--- src/rtl/hdmi_fmt_pkg.sv ---
// Shared definitions for the HDMI output formatter: mode encodings and the
// constant colour-bar and ordered-dither tables.
package hdmi_fmt_pkg;

  typedef enum logic [1:0] {
    MODE_TRUNC  = 2'd0,
    MODE_DITHER = 2'd1,
    MODE_BARS   = 2'd2,
    MODE_SOLID  = 2'd3
  } fmt_mode_e;

  localparam int PIX_CNT_W = 16;

  // White, yellow, cyan, green, magenta, red, blue, black as {R,G,B}.
  localparam logic [23:0] BAR_COLORS [8] = '{
    24'hFFFFFF, 24'hFFFF00, 24'h00FFFF, 24'h00FF00,
    24'hFF00FF, 24'hFF0000, 24'h0000FF, 24'h000000
  };

  // 2x2 Bayer offset indexed by {y[0], x[0]}.
  localparam logic [1:0] BAYER [4] = '{2'd0, 2'd2, 2'd3, 2'd1};

endpackage

--- src/rtl/hdmi_fmt_pack.sv ---
// Pixel source selection, ordered dither and output packing. Purely
// combinational; sits between the two pipeline register stages of the top.
module hdmi_fmt_pack
  import hdmi_fmt_pkg::*;
#(
  parameter int OUT_WIDTH = 16
) (
  input  fmt_mode_e              mode,
  input  logic                   de,
  input  logic [23:0]            pix,
  input  logic [23:0]            solid,
  input  logic [2:0]             bar_idx,
  input  logic                   x0,
  input  logic                   y0,
  output logic [OUT_WIDTH-1:0]   px
);

  function automatic logic [7:0] sat_add(input logic [7:0] a, input logic [2:0] b);
    logic [8:0] s;
    s = {1'b0, a} + {6'd0, b};
    return s[8] ? 8'hFF : s[7:0];
  endfunction

  logic [1:0]  d;
  logic [23:0] rgb;

  always_comb begin
    d   = BAYER[{y0, x0}];
    rgb = pix;
    case (mode)
      MODE_DITHER: begin
        // Dither only matters when bits are discarded by the 565 packing.
        if (OUT_WIDTH == 16) begin
          rgb = {sat_add(pix[23:16], {d, 1'b0}),
                 sat_add(pix[15:8],  {1'b0, d}),
                 sat_add(pix[7:0],   {d, 1'b0})};
        end
      end
      MODE_BARS:  rgb = BAR_COLORS[bar_idx];
      MODE_SOLID: rgb = solid;
      default:    rgb = pix;
    endcase
  end

  generate
    if (OUT_WIDTH == 16) begin : g_rgb565
      logic unused_lsbs;
      assign unused_lsbs = ^{rgb[18:16], rgb[9:8], rgb[2:0]};
      assign px = de ? {rgb[23:19], rgb[15:10], rgb[7:3]} : '0;
    end else begin : g_rgb888
      assign px = de ? rgb : '0;
    end
  endgenerate

endmodule

--- src/rtl/hdmi_out_fmt.sv ---
// HDMI output formatter: pixel/line counters, frame-aligned mode latch and a
// two-stage pipeline around the packing logic so every output lags by 2 clk.
module hdmi_out_fmt
  import hdmi_fmt_pkg::*;
#(
  parameter int OUT_WIDTH      = 16,
  parameter int BAR_WIDTH_LOG2 = 7,
  parameter int FCNT_WIDTH     = 16
) (
  input  logic                  clk,
  input  logic                  resetn,
  input  logic [1:0]            mode,
  input  logic [23:0]           solid_color,
  input  logic [23:0]           in_data,
  input  logic                  in_de,
  input  logic                  in_hs,
  input  logic                  in_vs,
  output logic [OUT_WIDTH-1:0]  out_data,
  output logic                  out_de,
  output logic                  out_hs,
  output logic                  out_vs,
  output logic [FCNT_WIDTH-1:0] frame_cnt,
  output logic [1:0]            mode_active
);

  logic [PIX_CNT_W-1:0] x;
  logic [PIX_CNT_W-1:0] y;
  fmt_mode_e            mode_sel;

  logic [23:0]          data_p0;
  logic [23:0]          solid_p0;
  logic                 vld_p0;
  logic                 hs_p0;
  logic                 vs_p0;
  logic [2:0]           bar_p0;
  logic                 x0_p0;
  logic                 y0_p0;
  fmt_mode_e            mode_p0;

  logic [OUT_WIDTH-1:0] px_p0;
  logic [OUT_WIDTH-1:0] data_p1;
  logic                 vld_p1;
  logic                 hs_p1;
  logic                 vs_p1;

  logic                 vs_rise;
  logic                 de_fall;

  // vs_p0/vld_p0 double as the one-cycle-old copies for edge detection.
  assign vs_rise = in_vs & ~vs_p0;
  assign de_fall = ~in_de & vld_p0;

  // A vs rise clears the counters before the current de is counted, so a
  // pixel arriving together with vs is x=0 and the next one is x=1, y=0.
  always_ff @(posedge clk or negedge resetn) begin
    if (!resetn) begin
      x           <= '0;
      y           <= '0;
      frame_cnt   <= '0;
      mode_sel    <= MODE_TRUNC;
    end else begin
      if (vs_rise) begin
        x <= PIX_CNT_W'(in_de);
      end else if (in_de) begin
        x <= x + PIX_CNT_W'(1);
      end else begin
        x <= '0;
      end

      if (vs_rise) begin
        y <= '0;
      end else if (de_fall) begin
        y <= y + PIX_CNT_W'(1);
      end

      if (vs_rise) begin
        frame_cnt <= frame_cnt + FCNT_WIDTH'(1);
        mode_sel  <= fmt_mode_e'(mode);
      end
    end
  end

  assign mode_active = mode_sel;

  // Stage p0: capture the input pixel with its position and applied mode.
  always_ff @(posedge clk or negedge resetn) begin
    if (!resetn) begin
      data_p0  <= '0;
      solid_p0 <= '0;
      vld_p0   <= 1'b0;
      hs_p0    <= 1'b0;
      vs_p0    <= 1'b0;
      bar_p0   <= '0;
      x0_p0    <= 1'b0;
      y0_p0    <= 1'b0;
      mode_p0  <= MODE_TRUNC;
    end else begin
      data_p0  <= in_data;
      solid_p0 <= solid_color;
      vld_p0   <= in_de;
      hs_p0    <= in_hs;
      vs_p0    <= in_vs;
      bar_p0   <= x[BAR_WIDTH_LOG2 +: 3];
      x0_p0    <= x[0];
      y0_p0    <= y[0];
      mode_p0  <= mode_sel;
    end
  end

  hdmi_fmt_pack #(
    .OUT_WIDTH (OUT_WIDTH)
  ) u_pack (
    .mode    (mode_p0),
    .de      (vld_p0),
    .pix     (data_p0),
    .solid   (solid_p0),
    .bar_idx (bar_p0),
    .x0      (x0_p0),
    .y0      (y0_p0),
    .px      (px_p0)
  );

  // Stage p1: formatted pixel and timing, driving the outputs directly.
  always_ff @(posedge clk or negedge resetn) begin
    if (!resetn) begin
      data_p1 <= '0;
      vld_p1  <= 1'b0;
      hs_p1   <= 1'b0;
      vs_p1   <= 1'b0;
    end else begin
      data_p1 <= px_p0;
      vld_p1  <= vld_p0;
      hs_p1   <= hs_p0;
      vs_p1   <= vs_p0;
    end
  end

  assign out_data = data_p1;
  assign out_de   = vld_p1;
  assign out_hs   = hs_p1;
  assign out_vs   = vs_p1;

endmodule

--- config.mk ---
export PLATFORM = sky130hd
export DESIGN_NAME = hdmi_out_fmt
export DESIGN_NICKNAME = d
export VERILOG_FILES = /design/src/rtl/hdmi_fmt_pkg.sv /design/src/rtl/hdmi_fmt_pack.sv /design/src/rtl/hdmi_out_fmt.sv
export SDC_FILE = /design/constraint.sdc
export NUM_CORES = 1
export LEC_CHECK = 0
export CELL_PAD_IN_SITES_DETAIL_PLACEMENT = 0
export CELL_PAD_IN_SITES_GLOBAL_PLACEMENT = 1
export CORE_ASPECT_RATIO = 0.5
export CORE_MARGIN = 2
export CORE_UTILIZATION = 38
export DETAILED_ROUTE_END_ITERATION = 6
export GPL_TIMING_DRIVEN = 1
export PLACE_DENSITY_LB_ADDON = 0.1
export SYNTH_ARGS = -nofsm -noshare
export SYNTH_HDL_FRONTEND = slang
export SYNTH_SLANG_ARGS = --single-unit
--- constraint.sdc ---
create_clock -name clk -period 2.75 [get_ports clk]
set_input_delay 0.825 -clock clk [delete_from_list [all_inputs] [get_ports clk]]
set_output_delay 0.825 -clock clk [all_outputs]
set_load 0.05 [all_outputs]
==> qor.yml <==
cts_hold_buffers: 0
num_rows: 25
setup_violations: 0
cp.buffers_inverters: 1
synth_simple_gate_area_frac: 0.1387
area_delta_synth_final_pct: 34.60
die_height_um: 74.69
dieArea_um2: 10860
antenna_found_initial: 0
async_flop_share: 1.000
multi_input_area_um2: 1340
fin_nets: 466
synth_cell_types: 43
coreArea_um2: 9572
synthAdderAreaFrac: 0.01647
critical_path_required_ns: 1.93
post_cts_resized: 0
start_kind: "flip-flop"
num-fill-cells: 826
p_leak_nw: 2.213
place_inst: 530
rsz0062_at_grt: "false"
ctsHtreeMaxLevel: 3
postCtsSetupRepairBufs: 0
layout_commonest_cell: "dfrtp_1"
power_frac_comb: 0.204
finalMaxSlewViolations: 0
drt-pass1-iter-count: 4
setup_slack_ns: 0.2859
cts_buffers: 9
track_usage: 0.1639
synth_mux_area_frac: 0.008237
via_count: 2728
clock_path_buffers: 2
drc: 0
syn-num-nets: 380
arrival_ns: 1.64
viasPerCell: 5.006
status: "complete, no violations"
fin_tns_setup_ns: 0
hpwl_mm: 5.945
synth-compound-area-share: 0.1364
wl_per_cell_um: 15.08
swShare: 0.2903
synth-main-ff-cell: "dfrtp_1"
cp_cell_sequence: "clkdlybuf4s50_1"
cts-root-buf: "clkbuf_16"
final_cell_mix: "dfrtp_1, clkdlybuf4s50_1, nand2_1"
r2r_slack_ns: 0.58
netlist_area_um2: 3797
initial_core_util: 0.3967
internal_power_mw: 2.667
io_buffers: 81
cts_tree: "yes"
grt_pass1_vias: 2737
crit_type: "flip-flop to output pin"
die_w_um: 145.4
antenna_left: 0
worstSkewPairLatency_ns: 0.34
synth_edf_count: 0
path_clk_slew_ns: 0.06
hp-class: "flip-flop to flip-flop"
timing.hold.ws_ns: 0.3535
slew_headroom: 0.5419
postRouteWirelength_mm: 8.220
worstPathMaxFanout: 5
critPathTopFamily: "buffers and inverters"
cts_num_sinks: 96
endpoint_kind: "output pin"
ys_seq_elements: 96
clkPwrFrac: 0.358
synth_top_family_by_area: "simple AND/OR/NAND/NOR gates"
drive_gt1_frac: 0.07317
yosys.area_share.xor_xnor: 0.05305
regArea_um2: 2402
pwr-share-seq: 0.438
skew_ns: 0.009069
fmax_mhz: 405.8
synth-warning-count: 0
drt_iter0_markers: 127
worst_pin_slew_ns: 0.6872
place_congestion: 0.7945
power.switching_mw: 1.091
overflow: 0
syn_inst: 320
cp_slowest_cell: "clkdlybuf4s50_1"
ioPinCount: 92
yosysSeqAreaShare: 0.6326
period_share: 0.8960
finalNonFillerCells: 545
power.density_nw_per_um2: 735.2
place_ws_ns: 0.2950
diodes: 0
grt_pass1_wl_mm: 13.55
grt_max_degree: 42
hold_violations: 0
ir_worst_vdd_v: 0.0006031
critPathMaxStageDelay_ns: 0.85
cap_violations: 0
period_needed_ns: 2.464
avgSynthCellArea_um2: 11.87
==> power groups by stage <==
| stage | clock network [mW] | registers (mW) | logic [mW] |
|---|---|---|---|
| after CTS | 1.38 | 1.64 | 0.776 |
| after global placement | 0 | 1.67 | 0.763 |
| after floorplan | 0 | 1.88 | 0.230 |
| after detailed placement | 0 | 1.67 | 0.771 |
| final | 1.34 | 1.65 | 0.767 |
| after global routing | 1.45 | 1.66 | 0.821 |
==> through the flow <==
| stage | total power [mW] | util | cell area (um2) |
|---|---|---|---|
| CTS | 3.805 | 0.5340 | 5111 |
| finish | 3.758 | 0.5340 | 5111 |
| detailed placement | 2.439 | 0.4995 | 4781 |
| global placement | 2.431 | 0.4995 | 4781 |
| floorplan | 2.115 | - | 3797 |
| global route | 3.934 | 0.5340 | 5111 |
==> cells in the mapped netlist (all sizes together) (2+ instances only) <==
master,count,area (um2)
dfrtp,96,2402
nand2,31,116.4
a21oi,18,90.09
nor2,16,60.06
o21ai,16,80.08
nand3,12,60.06
xnor2,12,105.1
xor2,11,96.34
nand4,10,62.56
clkbuf,9,33.78
and3,6,37.54
o211ai,6,45.04
a211oi,5,37.54
a31oi,5,37.53
and4,5,43.79
ha,5,62.56
nand2b,4,25.02
nor2b,4,25.02
o211a,4,40.04
or3,4,26.28
a21o,3,22.52
a22oi,3,22.52
a31o,3,26.28
and2,3,18.77
inv,3,11.26
o21a,3,22.52
a21boi,2,15.01
a22o,2,17.52
a41oi,2,17.52
buf,2,10.01
mux2i,2,20.02
nand4b,2,17.52
nor3,2,10.01
or2,2,12.51
==> sequential cells by signal, summed over array words and instances, names as in the netlist, 2 cells and up <==
register     count
mode_active      2
mode_p0          2
data_p0         22
solid_p0        16
bar_p0           3
frame_cnt       16
x               10
out_data        16
==> layer usage <==
metal,share of wire,vias to the layer above,global-route usage
met1,0.47,1340,0.2086
met2,0.47,59,0.2738
met5,0,-,0
met4,0.011,0,0.04575
met3,0.049,9,0.05818
li1,-,1320,-
==> layout make-up <==
class / instances / share of cell area
Sequential cell: 96 / 0.4700
Multi-Input combinational cell: 210 / 0.2622
Timing Repair Buffer: 86 / 0.1679
Clock buffer: 11 / 0.04945
Tap cell: 135 / 0.03305
Clock inverter: 4 / 0.01518
Inverter: 3 / 0.002203
==> kinds of logic (layout without fill, tap and decap cells) <==
| logic type | count (synthesis) | in the layout |
|---|---|---|
| adder cells (fa/ha/maj) | 5 | 5 |
| multiplexers | 3 | 3 |
| AO/OA/AOI/OAI | 77 | 77 |
| XOR/XNOR | 23 | 23 |
| AND/OR/NAND/NOR | 102 | 102 |
| buffers and inverters | 14 | 104 |
| flip-flops | 96 | 96 |
==> worst paths after layout <==
check,from,to,depth (start not counted)
worst max-delay path,frame_cnt[0],frame_cnt[0],1
worst min-delay path,hs_p0,out_hs,0
worst max register to register,y0_p0,out_data[5],5
worst min register to register,hs_p0,out_hs,0
max in group asynchronous,resetn,data_p0[4],2
min in group asynchronous,resetn,solid_p0[20],1
No activity file was read; power rests on OpenSTA's default activity.
